$ cat config.mk
export PLATFORM = sky130hd
export DESIGN_NAME = fft_addr_gen_flat
export DESIGN_NICKNAME = d
export VERILOG_FILES = /design/src/rtl/fft_addr_gen_if.sv /design/src/rtl/fft_addr_gen.sv /design/src/flat_wrapper.sv
export SDC_FILE = /design/constraint.sdc
export NUM_CORES = 1
export LEC_CHECK = 0
export ABC_AREA = 1
export BUFFER_PORTS_ARGS = -buffer_cell sky130_fd_sc_hd__buf_2
export CORE_ASPECT_RATIO = 0.7
export CORE_MARGIN = 2
export CORE_UTILIZATION = 55
export DETAILED_ROUTE_END_ITERATION = 10
export PLACE_DENSITY_LB_ADDON = 0.15
export SYNTH_ARGS = -nofsm -noshare
export SYNTH_HDL_FRONTEND = slang
export SYNTH_SLANG_ARGS = --single-unit
$ cat constraint.sdc
create_clock -name clk -period 5.05 [get_ports clk]
set_input_delay 0 -clock clk [delete_from_list [all_inputs] [get_ports clk]]
set_output_delay 0 -clock clk [all_outputs]
set_load 0.1 [all_outputs]
$ cat src/rtl/fft_addr_gen_if.sv
// Butterfly-side handshake bundle of the FFT address generator:
// address pair, twiddle index/span, stage number and last flag.
interface fft_addr_gen_if #(
    parameter int ADDR_WIDTH = 5,
    parameter int LOG2_W     = 3
);
    logic                  out_valid;
    logic                  out_ready;
    logic [ADDR_WIDTH-1:0] addr_a;
    logic [ADDR_WIDTH-1:0] addr_b;
    logic [ADDR_WIDTH-1:0] tw_k;
    logic [ADDR_WIDTH:0]   tw_n;
    logic [LOG2_W-1:0]     stage;
    logic                  last;

    modport master (
        output out_valid, addr_a, addr_b, tw_k, tw_n, stage, last,
        input  out_ready
    );

    modport slave (
        input  out_valid, addr_a, addr_b, tw_k, tw_n, stage, last,
        output out_ready
    );
endinterface

$ cat src/rtl/fft_addr_gen.sv
// In-place radix-2 DIT FFT sequencer: walks stages and butterflies,
// emitting memory address pairs and twiddle (k, n) per butterfly.
module fft_addr_gen #(
    parameter int MAX_N      = 32,
    parameter int ADDR_WIDTH = $clog2(MAX_N),
    parameter int LOG2_W     = $clog2($clog2(MAX_N) + 1),
    parameter int STAGE_GAP  = 2
) (
    input  logic              clk,
    input  logic              rst,
    input  logic              start,
    input  logic [LOG2_W-1:0] n_log2,
    input  logic              abort,
    fft_addr_gen_if.master    bus,
    output logic              busy,
    output logic              done,
    output logic              err
);

    localparam int NW = ADDR_WIDTH + 1;
    localparam int GW = (STAGE_GAP > 1) ? $clog2(STAGE_GAP) : 1;
    localparam logic [GW-1:0] GAP_END = GW'((STAGE_GAP > 0) ? STAGE_GAP - 1 : 0);

    typedef enum logic [1:0] {IDLE, RUN, GAP, DONE} state_t;

    state_t                state;
    logic [LOG2_W-1:0]     s;
    logic [LOG2_W-1:0]     lmax;
    logic [ADDR_WIDTH-1:0] j;
    logic [ADDR_WIDTH-1:0] jmax;
    logic [GW-1:0]         gcnt;
    logic                  valid_q;
    logic                  last_q;
    logic [ADDR_WIDTH-1:0] a_q;
    logic [ADDR_WIDTH-1:0] b_q;
    logic [ADDR_WIDTH-1:0] k_q;
    logic [NW-1:0]         n_q;

    logic [LOG2_W-1:0]     ld_s;
    logic [ADDR_WIDTH-1:0] ld_j;
    logic [LOG2_W-1:0]     ld_lmax;
    logic [ADDR_WIDTH-1:0] ld_jmax;
    logic [ADDR_WIDTH-1:0] ld_pos;
    logic [ADDR_WIDTH-1:0] ld_a;
    logic [ADDR_WIDTH-1:0] ld_b;
    logic [NW-1:0]         ld_n;
    logic                  ld_last;
    logic                  legal;
    logic                  xfer;

    function automatic logic [ADDR_WIDTH-1:0] jmax_of(input logic [LOG2_W-1:0] l);
        logic [NW-1:0] t;
        t = NW'(1) << l;
        return ADDR_WIDTH'((t >> 1) - NW'(1));
    endfunction

    assign legal = (n_log2 != '0) && (n_log2 <= LOG2_W'(ADDR_WIDTH));
    assign xfer  = valid_q && bus.out_ready;

    // Set to present next: first of a transform, next in stage, or first of next stage.
    always_comb begin
        ld_s    = s;
        ld_j    = j + ADDR_WIDTH'(1);
        ld_lmax = lmax;
        ld_jmax = jmax;
        if (state == IDLE) begin
            ld_s    = '0;
            ld_j    = '0;
            ld_lmax = n_log2 - LOG2_W'(1);
            ld_jmax = jmax_of(n_log2);
        end else if (j == jmax) begin
            ld_s = s + LOG2_W'(1);
            ld_j = '0;
        end
        ld_pos  = ld_j & ~({ADDR_WIDTH{1'b1}} << ld_s);
        ld_a    = (((ld_j >> ld_s) << ld_s) << 1) | ld_pos;
        ld_b    = ld_a | (ADDR_WIDTH'(1) << ld_s);
        ld_n    = NW'(2) << ld_s;
        ld_last = (ld_s == ld_lmax) && (ld_j == ld_jmax);
    end

    always_ff @(posedge clk) begin
        if (rst) begin
            state   <= IDLE;
            s       <= '0;
            lmax    <= '0;
            j       <= '0;
            jmax    <= '0;
            gcnt    <= '0;
            valid_q <= 1'b0;
            last_q  <= 1'b0;
            a_q     <= '0;
            b_q     <= '0;
            k_q     <= '0;
            n_q     <= '0;
            busy    <= 1'b0;
            done    <= 1'b0;
            err     <= 1'b0;
        end else begin
            done <= 1'b0;
            err  <= 1'b0;
            unique case (state)
                IDLE: begin
                    if (start && legal) begin
                        state   <= RUN;
                        lmax    <= ld_lmax;
                        jmax    <= ld_jmax;
                        s       <= ld_s;
                        j       <= ld_j;
                        a_q     <= ld_a;
                        b_q     <= ld_b;
                        k_q     <= ld_pos;
                        n_q     <= ld_n;
                        last_q  <= ld_last;
                        valid_q <= 1'b1;
                        busy    <= 1'b1;
                    end else if (start) begin
                        err <= 1'b1;
                    end
                end
                RUN: begin
                    if (abort) begin
                        state   <= IDLE;
                        valid_q <= 1'b0;
                        last_q  <= 1'b0;
                        busy    <= 1'b0;
                    end else if (xfer) begin
                        if (j != jmax || (s != lmax && STAGE_GAP == 0)) begin
                            s      <= ld_s;
                            j      <= ld_j;
                            a_q    <= ld_a;
                            b_q    <= ld_b;
                            k_q    <= ld_pos;
                            n_q    <= ld_n;
                            last_q <= ld_last;
                        end else if (s != lmax) begin
                            state   <= GAP;
                            gcnt    <= '0;
                            valid_q <= 1'b0;
                            last_q  <= 1'b0;
                        end else begin
                            state   <= DONE;
                            valid_q <= 1'b0;
                            last_q  <= 1'b0;
                            done    <= 1'b1;
                        end
                    end
                end
                GAP: begin
                    if (abort) begin
                        state <= IDLE;
                        busy  <= 1'b0;
                    end else if (gcnt == GAP_END) begin
                        state   <= RUN;
                        s       <= ld_s;
                        j       <= ld_j;
                        a_q     <= ld_a;
                        b_q     <= ld_b;
                        k_q     <= ld_pos;
                        n_q     <= ld_n;
                        last_q  <= ld_last;
                        valid_q <= 1'b1;
                    end else begin
                        gcnt <= gcnt + GW'(1);
                    end
                end
                DONE: begin
                    state <= IDLE;
                    busy  <= 1'b0;
                end
                default: state <= IDLE;
            endcase
        end
    end

    assign bus.out_valid = valid_q;
    assign bus.addr_a    = a_q;
    assign bus.addr_b    = b_q;
    assign bus.tw_k      = k_q;
    assign bus.tw_n      = n_q;
    assign bus.stage     = s;
    assign bus.last      = last_q;

endmodule

$ cat src/flat_wrapper.sv
// flat-port wrapper written by rule: the top's interface ports become plain ports
module fft_addr_gen_flat 
#(
    parameter int MAX_N      = 32,
    parameter int ADDR_WIDTH = $clog2(MAX_N),
    parameter int LOG2_W     = $clog2($clog2(MAX_N) + 1),
    parameter int STAGE_GAP  = 2
)
  (clk, rst, start, n_log2, abort, busy, done, err, bus_out_valid, bus_addr_a, bus_addr_b, bus_tw_k, bus_tw_n, bus_stage, bus_last, bus_out_ready);
  fft_addr_gen_if #(.ADDR_WIDTH(ADDR_WIDTH), .LOG2_W(LOG2_W)) bus_i ();
  input  logic clk;
  input  logic rst;
  input  logic start;
  input  logic [LOG2_W-1:0] n_log2;
  input  logic abort;
  output logic busy;
  output logic done;
  output logic err;
  output wire logic [$bits(bus_i.out_valid)-1:0] bus_out_valid;
  output wire logic [$bits(bus_i.addr_a)-1:0] bus_addr_a;
  output wire logic [$bits(bus_i.addr_b)-1:0] bus_addr_b;
  output wire logic [$bits(bus_i.tw_k)-1:0] bus_tw_k;
  output wire logic [$bits(bus_i.tw_n)-1:0] bus_tw_n;
  output wire logic [$bits(bus_i.stage)-1:0] bus_stage;
  output wire logic [$bits(bus_i.last)-1:0] bus_last;
  input wire logic [$bits(bus_i.out_ready)-1:0] bus_out_ready;
  assign bus_out_valid = bus_i.out_valid;
  assign bus_addr_a = bus_i.addr_a;
  assign bus_addr_b = bus_i.addr_b;
  assign bus_tw_k = bus_i.tw_k;
  assign bus_tw_n = bus_i.tw_n;
  assign bus_stage = bus_i.stage;
  assign bus_last = bus_i.last;
  assign bus_i.out_ready = bus_out_ready;
  fft_addr_gen #(.MAX_N(MAX_N), .ADDR_WIDTH(ADDR_WIDTH), .LOG2_W(LOG2_W), .STAGE_GAP(STAGE_GAP)) u_core (.clk(clk), .rst(rst), .start(start), .n_log2(n_log2), .abort(abort), .bus(bus_i), .busy(busy), .done(done), .err(err));
endmodule
Word level (Yosys, flattened, before mapping)
Cells that the tools add are included.
{ "totals": {"ff_bits": 45, "in_bits": 8, "out_inout_bits": 29, "word_cells": 153} }
{ "op_classes": {"addsub": 5, "order_cmp": 1, "eq_ne": 20, "n_shift": 6, "n_mux": 81, "n_bitwise": 7, "n_reduce_logical": 18} }
{ "op_table": {"columns": ["cell", "count"], "rows": [
  ["$mux 5", 27],
  ["$pmux 5 s3", 4],
  ["$mux 6", 6],
  ["$mux 3", 9],
  ["$mux 1", 22],
  ["$pmux 6 s3", 1],
  ["$mux 2", 6],
  ["$reduce_and 6->1", 2],
  ["$eq 5x5->1", 2],
  ["$ne 2x1->1 const B", 5],
  ["$or 5x5->5", 2],
  ["$pmux 1 s3", 3],
  ["$pmux 3 s3", 1],
  ["$ne 2x2->1 const B", 4],
  ["$pmux 2 s4", 1],
  ["$reduce_and 7->1", 1],
  ["$ne 3x2->1 const B", 2],
  ["$reduce_bool 3->1", 2],
  ["$shl 1x3->6 const A", 1],
  ["$shl 2x3->6 const A", 1],
  ["$add 5x1->5 const B", 1],
  ["$and 5x5->5", 1],
  ["$ne 5x5->1", 1],
  ["$not 5->5", 1],
  ["25 further kinds", 32]
]} }

Depth between registers and ports, before layout
{ "logic_depth": {"ltp_word": 12, "ltp_mapped": 17, "depth_no_buf": 16} }

Least setup slack after synthesis
No wires, ideal clock.
{ "synth_timing": {"path_type": "register to register", "from": "register u_core.s[1] (netlist: u_core.bus.stage[1])", "to": "register u_core.b_q[1] (netlist: u_core.bus.addr_b[1])", "setup_ns": 0.110, "arrival_ns": 2.225, "required_ns": 4.940, "slack_ns": 2.716, "path_stages_with_launch": 13, "n_path_buf": 1, "period_less_slack_ns": 2.334, "cell_sequence": "dfxtp_1 -> ha_1 -> inv_1 -> nand4_1 -> nand3_2 -> buf_6 -> nand3_2 -> nand2_1 -> nor2_1 -> a21oi_1 -> nand3_1 -> nand2_1 -> inv_1"} }
{ "synth_via": {"elab_chain_len": 12, "word_cells_on_any_way": 18, "classes_between": "add/sub (1); shift (4); mux (9); bitwise (4)"} }
{ "synth_rtl": {"columns": ["item", "line", "rtl"], "rows": [
  ["from (decl)", "fft_addr_gen.sv:27", "logic [LOG2_W-1:0] s;"],
  ["from (signal assigned)", "fft_addr_gen.sv:108", "s <= ld_s;"],
  ["from (signal assigned)", "fft_addr_gen.sv:129", "s <= ld_s;"],
  ["from (signal assigned)", "fft_addr_gen.sv:155", "s <= ld_s;"],
  ["$add 3x1->3", "fft_addr_gen.sv:72", "ld_s = s + LOG2_W'(1);"],
  ["$mux 3 *", "fft_addr_gen.sv:71", "end else if (j == jmax) begin"],
  ["$mux 3 *", "fft_addr_gen.sv:66", "if (state == IDLE) begin"],
  ["parallel branches: the longest is 4 deep, another holds $shr 5x3->5", null, null],
  ["$or 5x5->5 *", "fft_addr_gen.sv:77", "ld_b = ld_a | (ADDR_WIDTH'(1) << ld_s);"],
  ["$mux 5", "fft_addr_gen.sv:128", "if (j != jmax || (s != lmax && STAGE_GAP == 0)) begin"],
  ["$mux 5", "fft_addr_gen.sv:127", "end else if (xfer) begin"],
  ["$mux 5", "fft_addr_gen.sv:122", "if (abort) begin"],
  ["$pmux 5 s3 *", "fft_addr_gen.sv:102", "unique case (state)"],
  ["to (signal assigned)", "fft_addr_gen.sv:111", "b_q <= ld_b;"],
  ["to (signal assigned)", "fft_addr_gen.sv:132", "b_q <= ld_b;"],
  ["to (signal assigned)", "fft_addr_gen.sv:158", "b_q <= ld_b;"],
  ["to (decl)", "fft_addr_gen.sv:35", "logic [ADDR_WIDTH-1:0] b_q;"]
]} }
Every way passes the cells marked *. The select of a mux whose other input is x is not followed.
A chain may end at the register's enable or synchronous reset.

Worst setup path in the final report
{ "layout_timing": {"from": "register u_core.state[0]", "to": "register u_core.b_q[4] (netlist: u_core.bus.addr_b[4])"} }
{ "layout_via": {"elab_chain_len": 11, "word_cells_on_any_way": 28, "classes_between": "eq/ne (8); shift (4); mux (9); bitwise (4); reduce/logical (3)"} }
{ "layout_rtl": {"columns": ["item", "line", "rtl"], "rows": [
  ["from (decl)", "fft_addr_gen.sv:26", "state_t state;"],
  ["from (signal assigned)", "fft_addr_gen.sv:84", "state <= IDLE;"],
  ["from (signal assigned)", "fft_addr_gen.sv:105", "state <= RUN;"],
  ["from (signal assigned)", "fft_addr_gen.sv:123", "state <= IDLE;"],
  ["parallel branches: the longest is 11 deep, another holds $mux 5", null, null]
]} }
Several ways; the timed one is not identified. The select of a mux whose other input is x is not followed.

==> summary.md <==
| Metric | Value |
|---|---|
| Buffers on Ports | 35 |
| Via count | 2,602 |
| Hold Crit Endpoint | u_core.done$_SDFF_PP0_ |
| FF-to-FF Start | u_core.state[0]$_SDFFE_PP0P_ |
| # DRC | 0 |
| DP HPWL | about 4800 um |
| Status | completed |
| Simple-gate portion of the synthesized area | 29.5% |
| GRT Total Usage | 24.9% |
| Flops & latches, synth | 43 |
| Setup_tns | 0 ns |
| CP cell instances | inv_1 > ha_1 > inv_1 > nand3_1 > inv_1 > nand4_1 > nand3_1 > nand2_1 > nand2_1 > nand2_1 > a21oi_1 |
| Delay-heaviest family, CP | simple AND/OR/NAND/NOR gates |
| Critical Path AT | slightly below 3 ns |
| Setup Crit Path Kind | reg2reg |
| Final nets | around 430 |
| Slew @ Worst Pin | 0.561 ns |
| Ys async rst share | 0% |
| RSZ-0062 raised after global routing | false |
| Post-synthesis xor/xnor area fraction | 3.62% |
| Reg2reg path depth | 11 |
| Clock tree sinks | between 40 and 50 |
| Clk slew on worst S/H paths | ~0.09 ns |
| CTS Buf Count | 5 |
| Syn Nets | 407 |
| Tcrit/Tclk final | between 50% and 60% |
| DR pass1 iterations | 5 |
| Drt initial violations | 219 |
| Max transition margin | 62.5% |
| Clock Latency Late Sink | around 0.30 ns |
| Area added between synthesis and finish | 9.45% |
| CTS tree | done |
| Worst Hold Launch | bus_out_ready |
| Die height | 62.2 um |
| R2R setup slack | approximately 2.4 ns |
| Delay of the slowest critical-path stage | between 0.4 and 0.5 ns |
| Slowest cell on crit path | inv_1 |
| Element type at the critical path end | register |
| Max-Cap Viols | 0 |
| Buf/Inv on CP | 3 |
| Setup Viol. Count Final | 0 |
| Drt wl/cell | approximately 14 um |
| Worst min path class | in2reg |
| Hold Path Stages | 3 |
| Sequential cell area fraction in the yosys report | between 30% and 40% |
| Final-report hold violation count | 0 |
| EDFF count, synth | 0 |
| Synth cell types | 34 |
| Most used DFF post-synth | dfxtp_1 |
| Mean post-synth cell area | a little under 7 um2 |
| Synth warn | 0 |
| Initial antenna violation count | 0 |
| Post-DRT Antenna Nets | 0 |
| PostCTS Resize Cnt | 0 |
| Vias in the first global route | between 2,000 and 2,500 |
| Post-CTS setup buffers | 0 |
| R2r endpoint | u_core.bus.addr_b[4]$_SDFFE_PP0P_ |
| Largest family of logic cells by synthesized area | simple AND/OR/NAND/NOR gates |
| Antenna cells | 0 |
| Startpoint Class | register |
| CTS Buffer Depth | 2 |
| WL final | ~6400 um |
| Vias per std cell | approximately 5.5 |
| Die footprint | roughly 5400 um2 |
| Cell Area, Synth | between 2000 and 3000 um2 |
| Die Width | 87.1 um |
| Maximum clock rate | between 300 and 400 MHz |
| Rows | 21 |
| GPL Wtd Cong | around 0.94 |
| Complex-gate fraction of the synthesized area | roughly 18% |
| Gr ovfl total | 0 |
| Initial Utilization | 56.2% |
| Pin count of the biggest net entering global routing | 29 |
| Fillers | ~460 |
| Mux contribution to synthesized area | 0% |
| Tmin final | around 2.7 ns |
| Core Area | 4730 um2 |
| IO Count | 37 |
| CTS Hold Buffers Added | 1 |
| Slew Limit Fails | 0 |
| Syn Inst Count | ~390 |
| CP Max Fanout | 15 |
| Post-synthesis adder-cell area fraction | just over 6% |
| First-pass GRT wire length | ~11,000 um |
| Share of cells above drive strength 1 | between 10% and 20% |
| Layout Skew | approximately 0.0053 ns |
| Root buf cell | clkbuf_8 |
| H-tree Lvls | 2 |
| Required time of the worst setup path | around 5.3 ns |
[layout make-up]
type / count / area [um2] / share of cell area, %
timing repair buffer: 36 / 185 / 6.36
clock inverter: 3 / 23.8 / 0.817
multi-input combinational: 280 / 1530 / 52.4
clock buffer: 5 / 68.8 / 2.36
inverter: 47 / 176 / 6.06
sequential: 43 / 861 / 29.6
tap: 57 / 71.3 / 2.45
[tightest hold or removal path: stages]
cell     delay, ns
buf_2         0.10
nand2_1       0.13
nor4_1        0.07
[cells in the mapped netlist (4+ instances only)]
master / instances / area share, %
inv_1: 40 / 5.6
nor2_1: 25 / 3.5
nand2_1: 88 / 12
nand3_1: 17 / 3.2
a211oi_1: 4 / 1.1
nand2_2: 9 / 2.1
xor2_1: 6 / 2.0
clkbuf_1: 7 / 0.99
nor3_1: 4 / 0.75
inv_2: 7 / 0.99
a21oi_1: 48 / 9.0
o21ai_0: 26 / 4.9
ha_1: 13 / 6.1
o211ai_1: 4 / 1.1
xnor2_1: 5 / 1.6
dfxtp_1: 43 / 32
nand4_1: 9 / 2.1
[registers in the layout (all words and copies together), names as in the netlist]
signal                cells
u_core.jmax               5
u_core.err                1
u_core.bus.last           1
u_core.state              2
u_core.gcnt               1
u_core.lmax               3
u_core.j                  5
u_core.done               1
u_core.busy               1
u_core.bus.addr_b         5
u_core.bus.out_valid      1
u_core.bus.addr_a         4
u_core.bus.tw_k           5
u_core.bus.tw_n           5
u_core.bus.stage          3
[cell families after synthesis]
group | count (synthesis)
AO/OA/AOI/OAI | 89
XOR/XNOR | 11
adder cells (fa/ha/maj) | 13
buffers and inverters | 63
flip-flops | 43
other | 1
AND/OR/NAND/NOR | 166
[through the flow]
stage | cell area (um2) | setup slack, ns | hold slack (ns) | std cells | util (%)
after floorplan | 2660 | 2.72 | 0.126 | 386 | -
after detailed placement | 2810 | 2.45 | 0.259 | 462 | 59.4
after global placement | 2810 | 2.49 | 0.256 | 462 | 59.4
after CTS | 2910 | 2.43 | 0.0231 | 471 | 61.6
final | 2910 | 2.37 | 0.0361 | 471 | 61.6
after global routing | 2910 | 2.07 | 0.0504 | 471 | 61.6
[layer usage]
metal / vias to the layer above / global-route usage (%) / wire (um)
met1: 1162 / 40.1 / 3290
met4: 0 / 5.58 / 51
met2: 118 / 33.9 / 2530
li1: 1315 / - / -
met5: - / 0 / 0
met3: 7 / 4.79 / 553
[worst max-delay path by stage]
stage,end,startpoint,cells after the start,slack (ns)
CTS,u_core.bus.addr_b[4]$_SDFFE_PP0P_,u_core.state[0]$_SDFFE_PP0P_,11,2.43
floorplan,u_core.bus.addr_b[1]$_SDFFE_PP0P_,u_core.bus.stage[1]$_SDFFE_PP0P_,12,2.72
detailed placement,u_core.bus.addr_b[1]$_SDFFE_PP0P_,u_core.state[0]$_SDFFE_PP0P_,10,2.45
global placement,u_core.bus.addr_b[1]$_SDFFE_PP0P_,u_core.state[0]$_SDFFE_PP0P_,10,2.49
global route,u_core.bus.addr_b[4]$_SDFFE_PP0P_,u_core.state[0]$_SDFFE_PP0P_,11,2.07
finish,u_core.bus.addr_b[4]$_SDFFE_PP0P_,u_core.state[0]$_SDFFE_PP0P_,11,2.37
[layout by cell type, fill, tap and decap left out, types with 2 or more instances in the layout]
| master | Yosys | routed |
|---|---|---|
| a211oi_1 | 4 | 4 |
| a21oi_1 | 48 | 48 |
| a31oi_1 | 2 | 2 |
| buf_2 | 3 | 35 |
| clkbuf_8 | 0 | 5 |
| clkinvlp_4 | 0 | 2 |
| dfxtp_1 | 43 | 43 |
| ha_1 | 13 | 13 |
| inv_1 | 40 | 40 |
| inv_2 | 7 | 7 |
| nand2_1 | 88 | 88 |
| nand2_2 | 9 | 9 |
| nand3_1 | 17 | 17 |
| nand3_2 | 2 | 2 |
| nand3_4 | 2 | 2 |
| nand4_1 | 9 | 9 |
| nor2_1 | 25 | 25 |
| nor2_2 | 3 | 3 |
| nor2_4 | 3 | 3 |
| nor3_1 | 4 | 4 |
| o211ai_1 | 4 | 4 |
| o21ai_0 | 26 | 26 |
| o21ai_1 | 2 | 2 |
| xnor2_1 | 5 | 5 |
| xor2_1 | 6 | 6 |
Power is not shown: default switching activity piles up to over one toggle a cycle in this logic, so the estimate is an artifact.
